File: src/rtl/seq_detect_ctrl_if.sv
// Handshake and detector-side signal bundle for seq_detect_ctrl.
// The slave modport is the controller's view. The master modport is the environment's view.
interface seq_detect_ctrl_if #(
  parameter int WIDTH = 8,
  parameter int CNT_W = 4
) ();
  logic             in_valid;
  logic             in_ready;
  logic [WIDTH-1:0] in_data;
  logic             det_rst;
  logic             det_in;
  logic             det_out;
  logic             out_valid;
  logic             out_ready;
  logic [CNT_W-1:0] out_hits;
  logic             out_sat;

  modport slave (
    input  in_valid, in_data, det_out, out_ready,
    output in_ready, det_rst, det_in, out_valid, out_hits, out_sat
  );

  modport master (
    output in_valid, in_data, det_out, out_ready,
    input  in_ready, det_rst, det_in, out_valid, out_hits, out_sat
  );
endinterface

File: src/rtl/seq_detect_ctrl.sv
// Serialises a parallel word MSB-first into an external "101" Moore detector.
// It holds the detector in reset between words and returns the saturating hit count.
module seq_detect_ctrl #(
  parameter int WIDTH = 8,
  parameter int CNT_W = 4
) (
  input  logic              clk,
  input  logic              rst,
  seq_detect_ctrl_if.slave  bus
);

  localparam int CNT_BW = $clog2(WIDTH);
  localparam logic [CNT_BW-1:0] LAST = CNT_BW'(WIDTH - 1);
  localparam logic [CNT_W-1:0]  HITS_MAX = '1;

  localparam logic [1:0] S_IDLE  = 2'd0;
  localparam logic [1:0] S_SHIFT = 2'd1;
  localparam logic [1:0] S_DRAIN = 2'd2;
  localparam logic [1:0] S_DONE  = 2'd3;

  logic [1:0]        state;
  logic [WIDTH-1:0]  shreg;
  logic [CNT_BW-1:0] bit_cnt;
  logic              in_ready_q;
  logic              out_valid_q;
  logic              det_rst_q;
  logic              det_in_q;
  logic              samp;
  logic [CNT_W-1:0]  hits;
  logic              sat;
  logic              accept;

  // Returns {sat, hits} after one detector hit. The count sticks at its maximum.
  function automatic logic [CNT_W:0] count_hit(input logic [CNT_W-1:0] h, input logic s);
    if (h == HITS_MAX) return {1'b1, h};
    else               return {s, h + CNT_W'(1)};
  endfunction

  assign accept = (state == S_IDLE) && bus.in_valid;

  // The MSB goes onto det_in at the accept edge, so every SHIFT cycle already drives a bit.
  // Its detector result is therefore visible one cycle later, while samp is high.
  always_ff @(posedge clk or negedge rst) begin
    if (!rst) begin
      state       <= S_IDLE;
      in_ready_q  <= 1'b1;
      out_valid_q <= 1'b0;
      det_rst_q   <= 1'b1;
      det_in_q    <= 1'b0;
      samp        <= 1'b0;
      hits        <= '0;
      sat         <= 1'b0;
    end else begin
      samp <= (state == S_SHIFT);
      if (samp && bus.det_out) {sat, hits} <= count_hit(hits, sat);
      case (state)
        S_IDLE: begin
          if (bus.in_valid) begin
            state      <= S_SHIFT;
            in_ready_q <= 1'b0;
            det_rst_q  <= 1'b0;
            det_in_q   <= bus.in_data[WIDTH-1];
            hits       <= '0;
            sat        <= 1'b0;
          end
        end
        S_SHIFT: begin
          if (bit_cnt == '0) begin
            state    <= S_DRAIN;
            det_in_q <= 1'b0;
          end else begin
            det_in_q <= shreg[WIDTH-1];
          end
        end
        S_DRAIN: begin
          state       <= S_DONE;
          det_rst_q   <= 1'b1;
          out_valid_q <= 1'b1;
        end
        S_DONE: begin
          if (bus.out_ready) begin
            state       <= S_IDLE;
            out_valid_q <= 1'b0;
            in_ready_q  <= 1'b1;
          end
        end
        default: begin
          state       <= S_IDLE;
          in_ready_q  <= 1'b1;
          out_valid_q <= 1'b0;
          det_rst_q   <= 1'b1;
          det_in_q    <= 1'b0;
        end
      endcase
    end
  end

  // The shift register holds the bits still to be sent. It carries no reset because it is only read in SHIFT.
  always_ff @(posedge clk) begin
    if (accept) begin
      shreg   <= bus.in_data << 1;
      bit_cnt <= LAST;
    end else if (state == S_SHIFT) begin
      shreg   <= shreg << 1;
      bit_cnt <= bit_cnt - 1'b1;
    end
  end

  assign bus.in_ready  = in_ready_q;
  assign bus.out_valid = out_valid_q;
  assign bus.det_rst   = det_rst_q;
  assign bus.det_in    = det_in_q;
  assign bus.out_hits  = hits;
  assign bus.out_sat   = sat;

endmodule

File: src/flat_wrapper.sv
// flat-port wrapper written by rule: the top's interface ports become plain ports
module seq_detect_ctrl_flat 
#(
  parameter int WIDTH = 8,
  parameter int CNT_W = 4
)
  (clk, rst, bus_in_valid, bus_in_data, bus_det_out, bus_out_ready, bus_in_ready, bus_det_rst, bus_det_in, bus_out_valid, bus_out_hits, bus_out_sat);
  seq_detect_ctrl_if #(.WIDTH(WIDTH), .CNT_W(CNT_W)) bus_i ();
  input  logic clk;
  input  logic rst;
  input wire logic [$bits(bus_i.in_valid)-1:0] bus_in_valid;
  input wire logic [$bits(bus_i.in_data)-1:0] bus_in_data;
  input wire logic [$bits(bus_i.det_out)-1:0] bus_det_out;
  input wire logic [$bits(bus_i.out_ready)-1:0] bus_out_ready;
  output wire logic [$bits(bus_i.in_ready)-1:0] bus_in_ready;
  output wire logic [$bits(bus_i.det_rst)-1:0] bus_det_rst;
  output wire logic [$bits(bus_i.det_in)-1:0] bus_det_in;
  output wire logic [$bits(bus_i.out_valid)-1:0] bus_out_valid;
  output wire logic [$bits(bus_i.out_hits)-1:0] bus_out_hits;
  output wire logic [$bits(bus_i.out_sat)-1:0] bus_out_sat;
  assign bus_i.in_valid = bus_in_valid;
  assign bus_i.in_data = bus_in_data;
  assign bus_i.det_out = bus_det_out;
  assign bus_i.out_ready = bus_out_ready;
  assign bus_in_ready = bus_i.in_ready;
  assign bus_det_rst = bus_i.det_rst;
  assign bus_det_in = bus_i.det_in;
  assign bus_out_valid = bus_i.out_valid;
  assign bus_out_hits = bus_i.out_hits;
  assign bus_out_sat = bus_i.out_sat;
  seq_detect_ctrl #(.WIDTH(WIDTH), .CNT_W(CNT_W)) u_core (.clk(clk), .rst(rst), .bus(bus_i));
endmodule
File: config.mk
export PLATFORM = sky130hd
export DESIGN_NAME = seq_detect_ctrl_flat
export DESIGN_NICKNAME = d
export VERILOG_FILES = /design/src/rtl/seq_detect_ctrl_if.sv /design/src/rtl/seq_detect_ctrl.sv /design/src/flat_wrapper.sv
export SDC_FILE = /design/constraint.sdc
export NUM_CORES = 1
export LEC_CHECK = 0
export CAP_MARGIN = 10
export CORE_MARGIN = 1
export CORE_UTILIZATION = 29
export CTS_CLUSTER_SIZE = 14
export DETAILED_ROUTE_END_ITERATION = 10
export GPL_TIMING_DRIVEN = 0
export SLEW_MARGIN = 30
export SYNTH_ARGS = -nofsm -noshare
export SYNTH_HDL_FRONTEND = slang
export SYNTH_SLANG_ARGS = --single-unit
File: constraint.sdc
create_clock -name clk -period 2.6 [get_ports clk]
set_input_delay 0.26 -clock clk [delete_from_list [all_inputs] [get_ports clk]]
set_output_delay 0.26 -clock clk [all_outputs]
set_load 0.1 [all_outputs]
==> impl_metrics.toml, run 1 <==
[timing]
rsz0062_at_grt = "false"
fmax_mhz = 455
finClkSkew_ns = 0.00144
hold_viol_final = 0
worst_pin_slew_ns = 0.965
drv_slew = 0
slew_headroom_pct = 35.5
tns_ns = 0
min_period_over_period_pct = 84.5
finalCriticalPeriod_ns = 2.20
final-setup-viol-count = 0

[clock_tree]
cts-root-buf = "clkbuf_8"
cts_tree = "done"
clock-sinks = 22
cts_buffers = 3
cts_resized = 0
clk_latency_ns = 0.26
cts.path.max_buffers = 2
hold_buffers = 0
htree_levels = 1
clk_pin_slew_ns = 0.08
post_cts_buffers = 0

[worst_setup_path]
cp_cell_sequence = "clkdlybuf4s50_1"
cpMaxStageDelayCell = "clkdlybuf4s50_1"
worstSetupPathType = "register to primary output"
cp-end-kind = "primary output"
r2r_end = "u_core.shreg[7]$_DFFE_PP_"
rr_startpoint = "u_core.state[1]$_DFFE_PN0P_"
slowest_delay_ns = 1.13
reg2reg_slack_ns = 0.83
worstRegToRegCells = 5
path_depth = 1
path_buf_inv = 1
start_kind = "register"
path_max_fanout = 3
worstPathRequired_ns = 2.34
arrival_ns = 1.94
path_delay_family = "buffers and inverters"

[outcome]
outcome = "completed"

[final_layout]
regArea_um2 = 573
finalInstanceArea_mm2 = 0.00141
layout.nets = 140
diodes = 0
drive_above_1_share_pct = 13.6
fillers = 337
multi_input_area_um2 = 455
syn_to_final_growth_pct = 31.7

[detailed_routing]
vias_per_cell = 4.64
drt-initial-drc-count = 79
remaining_drc_errors = 0
antenna_left = 0
wl_mm = 1.92
first_pass_iters = 4
drt-wirelength-per-cell_um = 11.7
num_vias = 761

[power_and_ir_drop]
p_leak_nw = 0.608
powerDensity_mw_per_mm2 = 1350
ir_drop_mv = 0.697

[synth]
ys_async_sr_fraction_pct = 54.5
yosys_most_used_dff = "dfrtp_1"
synth_edf_count = 7
ys_types = 29
ys_warn_count = 0
syn-cell-area_mm2 = 0.00107
synth.avg_cell_area_um2 = 11.5
syn_inst = 93
ys_seq_elements = 22
synth_fp_nets = 114
seq_area_frac_synth_pct = 53.6

[die]
rows = 21
die_area_mm2 = 0.00394
io_pins = 22
die_w_um = 62.7
die_h_um = 62.7
coreArea_mm2 = 0.00344
start_util_pct = 31.1

[place]
gp_congestion = 0.749
io_buffers = 21
hpwl_mm = 1.44
place_area_mm2 = 0.00134

[global_route]
grt_pass1_vias = 791
antenna_found_initial = 0
grt_pass1_wl_mm = 3.52
overflow = 0
grt_util_all_layers_pct = 11.5
grt_max_degree = 14

[run]
maxCapViolations = 0

[worst_hold_path]
hold_path_class = "input pin to async pin"
## sequential cells by signal (all words and copies together) (netlist names)
signal / count
u_core.bus.in_ready: 1
u_core.state: 2
u_core.bus.det_rst: 1
u_core.bus.out_valid: 1
u_core.bus.out_sat: 1
u_core.shreg: 7
u_core.bit_cnt: 3
u_core.bus.out_hits: 4
u_core.samp: 1
u_core.bus.det_in: 1
## cells in the mapped netlist, drive strengths merged (2+ instances only)
library cell,n,area share (%)
nand2,8,2.8
mux2,7,7.7
and3,2,1.2
a41oi,2,1.6
and2,2,1.2
dfstp,2,4.9
mux2i,2,1.9
ha,8,9.4
dfxtp,3,5.6
dfrtp,10,23
nor3,2,0.94
o22ai,2,1.2
inv,9,3.2
edfxtp,7,20
a21oi,7,3.3
o21ai,4,1.9
nor2,6,2.1
## worst max-delay path by stage
stage | startpoint | to | slack [ns]
after floorplan | u_core.bus.out_hits[0]$_DFF_PN0_ | u_core.bus.out_hits[0]$_DFF_PN0_ | 0.71
after global placement | u_core.bus.det_rst$_DFFE_PN1P_ | bus_det_rst | 0.68
final | u_core.bus.det_rst$_DFFE_PN1P_ | bus_det_rst | 0.40
after detailed placement | u_core.bus.det_rst$_DFFE_PN1P_ | bus_det_rst | 0.68
after CTS | u_core.bus.det_rst$_DFFE_PN1P_ | bus_det_rst | 0.38
after global routing | u_core.bus.det_rst$_DFFE_PN1P_ | bus_det_rst | 0.35
## area by class of cell
type / count / share of cell area (%)
buffer: 1 / 0.533
clock buffer: 3 / 2.93
clock inverter: 1 / 2.13
inverter: 9 / 2.40
multi-input combinational: 61 / 32.3
sequential: 22 / 40.7
tap: 46 / 4.09
timing repair buffer: 21 / 14.9
## layer usage
layer  wire length, um  track usage [%]  vias up  share of wire (%)
met3                78             3.28        2                4.1
met4                12             3.49        0               0.62
met5                 0                0        -                  0
met2               877             17.5       19                 46
met1               955             15.8      358                 50
li1                  -                -      382                  -
## kinds of logic after synthesis
kind of cell | synth area share, %
adder cells (fa/ha/maj) | 9.36
XOR/XNOR | 0.819
flip-flops | 53.6
buffers and inverters | 3.86
multiplexers | 9.59
AND/OR/NAND/NOR | 11.5
AO/OA/AOI/OAI | 11.3
## cell usage in the layout (no fill, tap or decap), drive strengths merged, types with 3 or more instances in the layout
cell type | netlist | layout
clkdlybuf4s50 | 0 | 21
mux2 | 7 | 7
a21oi | 7 | 7
nand2 | 8 | 8
ha | 8 | 8
dfxtp | 3 | 3
o21ai | 4 | 4
edfxtp | 7 | 7
nor2 | 6 | 6
clkbuf | 0 | 3
inv | 9 | 9
dfrtp | 10 | 10
## metrics by stage
stage          hold slack, ns  instances  worst slack (ns)  utilization [%]  total power (W)
5_1_grt                 0.405        164             0.348             40.9          0.00204
3_3_place_gp            0.461        160             0.682             38.9          0.00157
6_report                0.359        164             0.402             40.9          0.00190
3_5_place_dp            0.466        160             0.679             38.9          0.00160
2_1_floorplan         -0.0356         93             0.713                -          0.00138
4_1_cts                 0.379        164             0.383             40.9          0.00192
## where the power goes
| group | switching, W | total (W) | internal [W] |
|---|---|---|---|
| clock network | 0.000108 | 0.000314 | 0.000206 |
| registers | 0.0000921 | 0.000648 | 0.000556 |
| logic | 0.000615 | 0.000941 | 0.000326 |
| total | 0.000815 | 0.00190 | 0.00109 |
No activity file was read; power rests on OpenSTA's default activity.
==> inputs of run 2 (changes only) <==
==> constraint.sdc (replaced) <==
create_clock -name clk -period 2.1 [get_ports clk]
set_input_delay 0.21 -clock clk [delete_from_list [all_inputs] [get_ports clk]]
set_output_delay 0.21 -clock clk [all_outputs]
set_load 0.1 [all_outputs]
==> impl_metrics.toml, run 2 (synthesis gave the netlist of run 1 again) <==
[final_layout]
largest_reg_flops = 7
largest_register = "u_core.shreg"
layout.nets = 140
final_cell_count_no_fill = 164
final_common_cell = "clkdlybuf4s50_1"
diodes = 0
drive_above_1_share_pct = 13.6
final_cell_mix = "clkdlybuf4s50_1 (15), dfrtp_1 (10), inv_1 (8), nand2_1 (8), ha_1 (8)"
syn_to_final_growth_pct = 32.4
fin_util_pct = 41.1

[timing]
whs_ns = 0.309
finClkSkew_ns = 0.00148
drv_slew = 0
finalCriticalPeriod_ns = 1.99
rsz0062_at_grt = "false"
worst_pin_slew_ns = 0.968
slew_headroom_pct = 35.3
hold_viol_final = 0
tns_ns = 0
final-setup-viol-count = 0
min_period_over_period_pct = 94.9
fmax_mhz = 502

[place]
hpwl_mm = 1.44
dp.cells = 160
io_buffers = 21
gp_congestion = 0.749

[detailed_routing]
drt-initial-drc-count = 76
wl_mm = 1.95
vias_per_cell = 4.63
antenna_left = 0
drt-wirelength-per-cell_um = 11.9
first_pass_iters = 4
num_vias = 760
remaining_drc_errors = 0

[worst_setup_path]
cpMaxStageDelayCell = "clkdlybuf4s50_1"
arrival_ns = 1.78
worstPathRequired_ns = 1.89
slowest_delay_ns = 1.14
path_delay_family = "buffers and inverters"
path_max_fanout = 3
path_buf_inv = 1
cp-end-kind = "primary output"
worstSetupPathType = "register to primary output"
cp_cell_sequence = "clkdlybuf4s50_1"
rr_startpoint = "u_core.state[1]$_DFFE_PN0P_"
start_kind = "register"
startpoint = "u_core.bus.det_in$_DFFE_PN0P_"

[clock_tree]
cts.path.max_buffers = 2
cts_buffers = 3
clock-sinks = 22
htree_levels = 1
clk_latency_ns = 0.26
cts_tree = "done"
clk_pin_slew_ns = 0.08
cts-root-buf = "clkbuf_8"
hold_buffers = 0

[die]
rows = 21
die_h_um = 62.7
start_util_pct = 31.1
die_area_mm2 = 0.00394
die_w_um = 62.7
io_pins = 22
coreArea_mm2 = 0.00344

[global_route]
grt_pass1_vias = 785
antenna_found_initial = 0
grt_max_degree = 14
grt_util_all_layers_pct = 11.5
grt_pass1_wl_mm = 3.51
overflow = 0

[run]
maxCapViolations = 0

[worst_hold_path]
hold_path_class = "input pin to async pin"

[power_and_ir_drop]
p_leak_nw = 0.678
ir_drop_mv = 0.863
powerDensity_mw_per_mm2 = 1650
finalPower_w = 0.00234

[outcome]
outcome = "completed"
-- run 2: changes by cell type in the layout (fill, tap and decap cells not counted), sizes merged --
cell / before / now
clkdlybuf4s50: 21 / 15
dlymetal6s2s: 0 / 4
dlygate4sd2: 0 / 2
-- run 2: power by group --
part	internal, W	switching [W]
Sequential	0.000688	0.000113
Clock	0.000254	0.000134
Combinational	0.000389	0.000762
-- run 2: metal layers --
| metal | vias up | GRT usage, % | routed length [um] |
|---|---|---|---|
| li1 | 381 | - | - |
| met1 | 358 | 15.7 | 965 |
| met2 | 19 | 17.5 | 886 |
| met3 | 2 | 3.28 | 86 |
| met4 | 0 | 3.49 | 12 |
| met5 | - | 0 | 0 |
-- run 2: layout make-up --
cell class	instances	area, um2
clock inverter	1	30.0
tap	46	57.6
buffer	1	7.51
timing repair buffer	21	218
inverter	9	33.8
fill	339	2030
sequential	22	573
multi-input combinational	61	455
clock buffer	3	41.3
-- run 2: timing repair --
item / CTS / global route
resized for setup: 2 / 4
endpoints found under the setup margin: 2 / 4
cloned: 0 / 0
buffers inserted: 0 / 0
-- run 2: final timing paths --
path	to	slack [ns]	cells past startpoint
max	bus_det_in	0.11	1
min	u_core.bus.out_hits[3]$_DFF_PN0_	0.31	1
max reg2reg	u_core.shreg[7]$_DFFE_PP_	0.33	5
min reg2reg	u_core.bit_cnt[1]$_SDFFE_PP1P_	0.49	2
max in group asynchronous	u_core.bus.in_ready$_DFFE_PN1P_	1.42	1
min in group clk	u_core.bit_cnt[1]$_SDFFE_PP1P_	0.49	2
-- run 2: stage by stage --
step,setup slack (ns),area (um2)
after global routing,0.0652,1420
after global placement,0.232,1340
after CTS,0.0111,1410
final,0.107,1420
after floorplan,0.213,1070
after detailed placement,0.229,1340
